$ cat src/rtl/fp_argsel_stream.sv
// fp_argsel_stream: streaming arg-max / arg-min selector for IEEE-754 single-precision values.
//
// A start pulse opens a frame. The block then accepts FRAME_LEN (value, index) pairs over the
// in_valid/in_ready handshake. One cycle after the last accept, it presents the index and value
// of the largest (mode=0) or smallest (mode=1) non-NaN sample. The result holds until the
// consumer takes it with out_ready.
//
// Ports:
//   clk, reset_n        clock (rising edge) and asynchronous active-low reset
//   start, mode         frame-open pulse (only honoured when idle); mode is sampled on start
//   in_valid, in_ready  sample handshake; dataa / index_in carry the sample
//   out_valid, out_ready result handshake; index_out / data_out / none_found carry the result
//   busy                high while a frame is being accumulated or a result is pending
//
// Optional feature (macro FP_ARGSEL_SECOND_EN): adds index2_out / second_valid, which report
// the runner-up sample of the frame.

module fp_argsel_stream #(
    parameter int unsigned IDX_W     = 4,
    parameter int unsigned FRAME_LEN = 10
) (
    input  logic             clk,
    input  logic             reset_n,
    input  logic             start,
    input  logic             mode,
    input  logic             in_valid,
    output logic             in_ready,
    input  logic [31:0]      dataa,
    input  logic [IDX_W-1:0] index_in,
    output logic             out_valid,
    input  logic             out_ready,
    output logic [IDX_W-1:0] index_out,
    output logic [31:0]      data_out,
    output logic             none_found,
    output logic             busy
`ifdef FP_ARGSEL_SECOND_EN
    ,
    output logic [IDX_W-1:0] index2_out,
    output logic             second_valid
`endif
);

    localparam int unsigned CW = $clog2(FRAME_LEN + 1);
    localparam logic [CW-1:0] LAST = CW'(FRAME_LEN - 1);
    localparam logic [31:0] QNAN = 32'h7FC0_0000;

    typedef enum logic [1:0] {StIdle, StAccum, StDone} state_e;

    state_e           state_q, state_d;
    logic             mode_q, mode_d;
    logic [CW-1:0]    cnt_q, cnt_d;
    logic             have_best_q, have_best_d;
    logic [31:0]      best_data_q, best_data_d;
    logic [IDX_W-1:0] best_idx_q, best_idx_d;

    // Map a float onto an unsigned key whose integer order matches numeric order.
    // -0.0 sorts just below +0.0.
    function automatic logic [31:0] sort_key(input logic [31:0] x);
        return x[31] ? ~x : (x ^ 32'h8000_0000);
    endfunction

    function automatic logic is_nan(input logic [31:0] x);
        return (x[30:23] == 8'hFF) && (x[22:0] != 23'd0);
    endfunction

    logic [31:0] key_in, key_best;
    logic        in_nan, beats_best;

    always_comb begin
        key_in     = sort_key(dataa);
        key_best   = sort_key(best_data_q);
        in_nan     = is_nan(dataa);
        beats_best = mode_q ? (key_in < key_best) : (key_in > key_best);
    end

`ifdef FP_ARGSEL_SECOND_EN
    logic             have_second_q, have_second_d;
    logic [31:0]      second_data_q, second_data_d;
    logic [IDX_W-1:0] second_idx_q, second_idx_d;
    logic [31:0]      key_second;
    logic             beats_second;

    always_comb begin
        key_second   = sort_key(second_data_q);
        beats_second = mode_q ? (key_in < key_second) : (key_in > key_second);
    end
`endif

    always_comb begin
        state_d     = state_q;
        mode_d      = mode_q;
        cnt_d       = cnt_q;
        have_best_d = have_best_q;
        best_data_d = best_data_q;
        best_idx_d  = best_idx_q;
`ifdef FP_ARGSEL_SECOND_EN
        have_second_d = have_second_q;
        second_data_d = second_data_q;
        second_idx_d  = second_idx_q;
`endif
        unique case (state_q)
            StIdle: begin
                if (start) begin
                    mode_d      = mode;
                    cnt_d       = '0;
                    have_best_d = 1'b0;
`ifdef FP_ARGSEL_SECOND_EN
                    have_second_d = 1'b0;
`endif
                    state_d     = StAccum;
                end
            end
            StAccum: begin
                if (in_valid) begin
                    cnt_d = cnt_q + CW'(1);
                    // NaNs consume a frame slot but never become candidates.
                    if (!in_nan) begin
                        if (!have_best_q || beats_best) begin
`ifdef FP_ARGSEL_SECOND_EN
                            // A displaced best drops to runner-up.
                            if (have_best_q) begin
                                have_second_d = 1'b1;
                                second_data_d = best_data_q;
                                second_idx_d  = best_idx_q;
                            end
`endif
                            have_best_d = 1'b1;
                            best_data_d = dataa;
                            best_idx_d  = index_in;
                        end
`ifdef FP_ARGSEL_SECOND_EN
                        else if (!have_second_q || beats_second) begin
                            have_second_d = 1'b1;
                            second_data_d = dataa;
                            second_idx_d  = index_in;
                        end
`endif
                    end
                    if (cnt_q == LAST) begin
                        state_d = StDone;
                    end
                end
            end
            StDone: begin
                // start here is deliberately ignored, even alongside the handshake.
                if (out_ready) begin
                    state_d = StIdle;
                end
            end
            default: state_d = StIdle;
        endcase
    end

    always_ff @(posedge clk or negedge reset_n) begin
        if (!reset_n) begin
            state_q     <= StIdle;
            mode_q      <= 1'b0;
            cnt_q       <= '0;
            have_best_q <= 1'b0;
            best_data_q <= '0;
            best_idx_q  <= '0;
        end else begin
            state_q     <= state_d;
            mode_q      <= mode_d;
            cnt_q       <= cnt_d;
            have_best_q <= have_best_d;
            best_data_q <= best_data_d;
            best_idx_q  <= best_idx_d;
        end
    end

`ifdef FP_ARGSEL_SECOND_EN
    always_ff @(posedge clk or negedge reset_n) begin
        if (!reset_n) begin
            have_second_q <= 1'b0;
            second_data_q <= '0;
            second_idx_q  <= '0;
        end else begin
            have_second_q <= have_second_d;
            second_data_q <= second_data_d;
            second_idx_q  <= second_idx_d;
        end
    end
`endif

    // Result outputs are forced to zero outside DONE so they read 0 after reset.
    always_comb begin
        in_ready   = (state_q == StAccum);
        out_valid  = (state_q == StDone);
        busy       = (state_q != StIdle);
        none_found = out_valid && !have_best_q;
        index_out  = (out_valid && have_best_q) ? best_idx_q : '0;
        if (!out_valid) begin
            data_out = '0;
        end else begin
            data_out = have_best_q ? best_data_q : QNAN;
        end
`ifdef FP_ARGSEL_SECOND_EN
        second_valid = out_valid && have_second_q;
        index2_out   = second_valid ? second_idx_q : '0;
`endif
    end

endmodule

$ cat config.mk
export PLATFORM = sky130hd
export DESIGN_NAME = fp_argsel_stream
export DESIGN_NICKNAME = d
export VERILOG_FILES = /design/src/rtl/fp_argsel_stream.sv
export SDC_FILE = /design/constraint.sdc
export NUM_CORES = 1
export LEC_CHECK = 0
export ABC_AREA = 1
export CORE_AREA = 2 2 95 97
export CTS_BUF_LIST = sky130_fd_sc_hd__clkbuf_8
export DETAILED_ROUTE_END_ITERATION = 7
export DIE_AREA = 0 0 97 99
export HOLD_SLACK_MARGIN = 0.12
export PLACE_DENSITY_LB_ADDON = 0.1
export SETUP_SLACK_MARGIN = 0.4
export SLEW_MARGIN = 25
export SYNTH_ARGS = -nofsm -noshare
export SYNTH_HDL_FRONTEND = slang
export SYNTH_SLANG_ARGS = --single-unit
$ cat constraint.sdc
create_clock -name clk -period 2.4 [get_ports clk]
set_clock_uncertainty 0.05 [all_clocks]
set_input_delay 0.48 -clock clk [delete_from_list [all_inputs] [get_ports clk]]
set_output_delay 0.48 -clock clk [all_outputs]
set_load 0.05 [all_outputs]
==> metrics <==
met1 Track Usage GR between 20% and 30%; grt met3 use roughly 2.8%; Synth area leader dfrtp_1; met2 Use GR 40.8%; Synth Cell Area 3620 um^2; startpoint type of the worst setup path register; total grt overflow 0; CTS sink cnt 44; final hold slack 426 ps; ANT nets after route 0; Finished Core Util between 60% and 70%; pin count of the biggest net entering global routing 25; Sw Ratio 47.9%; Comb pwr share a little under three quarters; Switch Pwr around 0.0034 W; number of port buffers 81; most common cell after layout, fill and taps aside nand2_1; worst hold stages 2; Worst EP required 2600 ps; Achievable Freq 400 MHz; GPL Wtd Cong about 0.86; first-pass GRT wire length 17100 um; Final Critical Period 2500 ps; flops & latches, synth 44; R2R Path Start best_data_q[31]$_DFFE_PN0P_; Post-DP HPWL 7420 um; P_int 0.00365 W; fraction of layout cells with a size suffix above 1 between 30% and 40%; post-synth top area share 30.4%; r2r worst-path depth 16; Worst R2R End best_data_q[21]$_DFFE_PN0P_; post-DR wirelength/cell 14.2 um; critical path class reg -> reg; Flop pwr share 20.5%; final-report max-slew violation count 0; TritonCTS buffer count 5; Avg Vias per Cell 4.98; maximum buffer depth of the clock tree 2; Final Hold Fails 0; Buf/Inv on CP 3; clk_lat worst skew 310 ps; ANT cells 0; CP peak stage delay 470 ps; Area contributors post-synth dfrtp_1 30%, nand2_1 15%, ha_1 12%; R2R setup slack -100 ps; Setup Viol. Count Final 36; Die X ~97 um; CP Max Fanout 12; via count around 3600; Critical Path, Cell by Cell buf_12 -> xnor2_2 -> ha_1 -> nand2_1 -> nor2_2 -> buf_4 -> a21oi_2 -> nand2_1 -> nand2_1 -> nand2_1 -> nand2_2 -> nand3_4 -> nand2_8 -> clkbuf_16 -> nand2_1 -> nand2_1; worst-margin pin slew between 500 and 600 ps; number of max-cap violations 0; core area 8550 um^2; RSZ-0062 raised after global routing yes; Area Growth Syn to Fin 59.2%; CTS tree built; Die ar. 9600 um^2; Hold EP best_idx_q[0]$_DFFE_PN0P_; clk slew on worst S/H paths 90 ps; Slew HR a little under two thirds; # DRC 0; Nets 683; Root Buffer clkbuf_8; Leak 2.75 nW; YS warnings 0; number of global-route vias before repair 3654; synthesized instance count 481; sequential-to-total area share from yosys stat between 30 and 40%; Initial DRC Count between 100 and 150; status finished with violations; Slowest cell on crit path dfrtp_2; maximum vdd drop 0.785 mV; syn nets 557; CP delay by family, top simple AND/OR/NAND/NOR gates; worst path arrival time 2700 ps; starting density of the core 42.3%; Final Cycle Share 104%; clock power share 8.2%; die height 99 um; failing checks setup timing; DRT Pass-1 Iters 5; Synth Area per Inst 7.53 um^2; H-tree Lvls 2; kind of end point of the critical path register; GRT Max-Usage Layer met2; post-route setup slack -99.4 ps; hold path start best_idx_q[0]$_DFFE_PN0P_; total wire length 10200 um; I/O pins 82; most frequent cells in the layout 139 x nand2_1, 49 x buf_4, 42 x dfrtp_1; pre-CTS setup slack -451 ps; Hold Path Class reg -> reg; initial antenna violation count 0; cell repeated most along the worst path nand2_1; GR Util All Layers 21.9%; power density cells 1220 nW/um^2; Netlist cell types 32; Row Count 34
power groups by stage:
| stage | registers [W] | logic [W] | clock network, W |
|---|---|---|---|
| 2_1_floorplan | 0.00133 | 0.00328 | 0 |
| 3_3_place_gp | 0.00144 | 0.00430 | 0 |
| 3_5_place_dp | 0.00144 | 0.00442 | 0 |
| 4_1_cts | 0.00143 | 0.00476 | 0.000583 |
| 5_1_grt | 0.00149 | 0.00555 | 0.000604 |
| 6_report | 0.00143 | 0.00500 | 0.000576 |
metrics by stage:
stage / instances / TNS, ps / power, W / cell area (um^2)
floorplan: 481 / 0 / 0.00461 / 3820
global placement: 699 / -11800 / 0.00573 / 5270
detailed placement: 699 / -15070 / 0.00586 / 5270
CTS: 712 / -1070 / 0.00677 / 5560
global route: 716 / -6480 / 0.00765 / 5760
finish: 716 / -2610 / 0.00701 / 5760
registers in the layout, summed over array words and instances (netlist names):
signal,count
best_data_q,32
best_idx_q,4
cnt_q,4
have_best_q,1
mode_q,1
state_q,2
worst max-delay path by stage:
stage,start,end,slack (ps),cells past startpoint
global route,best_data_q[31]$_DFFE_PN0P_,best_data_q[23]$_DFFE_PN0P_,-200,17
global placement,dataa[5],best_data_q[26]$_DFFE_PN0P_,-340,16
CTS,best_data_q[31]$_DFFE_PN0P_,best_data_q[30]$_DFFE_PN0P_,-70,16
floorplan,dataa[31],best_data_q[31]$_DFFE_PN0P_,8,16
finish,best_data_q[31]$_DFFE_PN0P_,best_data_q[21]$_DFFE_PN0P_,-100,16
detailed placement,dataa[15],best_data_q[30]$_DFFE_PN0P_,-450,14
per-layer routing:
layer	up-vias	wire length, um
li1	1792	-
met3	13	399
met2	82	5450
met1	1677	4220
met5	-	0
met4	0	133
cells by family after synthesis:
kind of cell,Yosys count,share of synthesized area (%)
XOR/XNOR,62,15.0
AO/OA/AOI/OAI,39,5.98
AND/OR/NAND/NOR,245,28.5
buffers and inverters,57,8.33
flip-flops,44,30.4
adder cells (fa/ha/maj),34,11.8
timing repair:
item | in CTS | in global routing
gates resized for setup | 44 | 39
hold endpoints to repair | 20 | 0
setup endpoints to repair | 76 | 70
gates cloned | 2 | 1
hold buffers | 1 | 0
buffers inserted | 2 | 3
pin swaps | 10 | 22
cells in the mapped netlist, drive strengths merged:
| cell | number |
|---|---|
| and3 | 1 |
| xor2 | 31 |
| nand4 | 4 |
| buf | 16 |
| clkbuf | 9 |
| o21a | 2 |
| nand2 | 144 |
| xnor2 | 31 |
| inv | 31 |
| nor2 | 47 |
| nand3 | 41 |
| o21ai | 5 |
| clkinv | 1 |
| dfrtp | 44 |
| nor4 | 5 |
| a21o | 1 |
| nor3 | 3 |
| ha | 34 |
| a21oi | 29 |
| o22ai | 2 |
worst reg2reg max path, delay by kind of cell, from the launching register on:
family | cells | cell delay (ps)
fa+ha+maj | 1 | 310
flops | 1 | 470
compound gates | 1 | 130
buf+inv | 3 | 460
xor+xnor | 1 | 140
simple gates | 10 | 880
layout make-up:
cell class / instances / area (um^2)
fill: 710 / 2790
inverter: 32 / 124
tap: 108 / 135
clock inverter: 3 / 38.8
sequential: 44 / 1100
multi-input combinational: 380 / 2530
timing repair buffer: 144 / 1760
clock buffer: 5 / 68.8
Power figures use the tool's default switching activity.
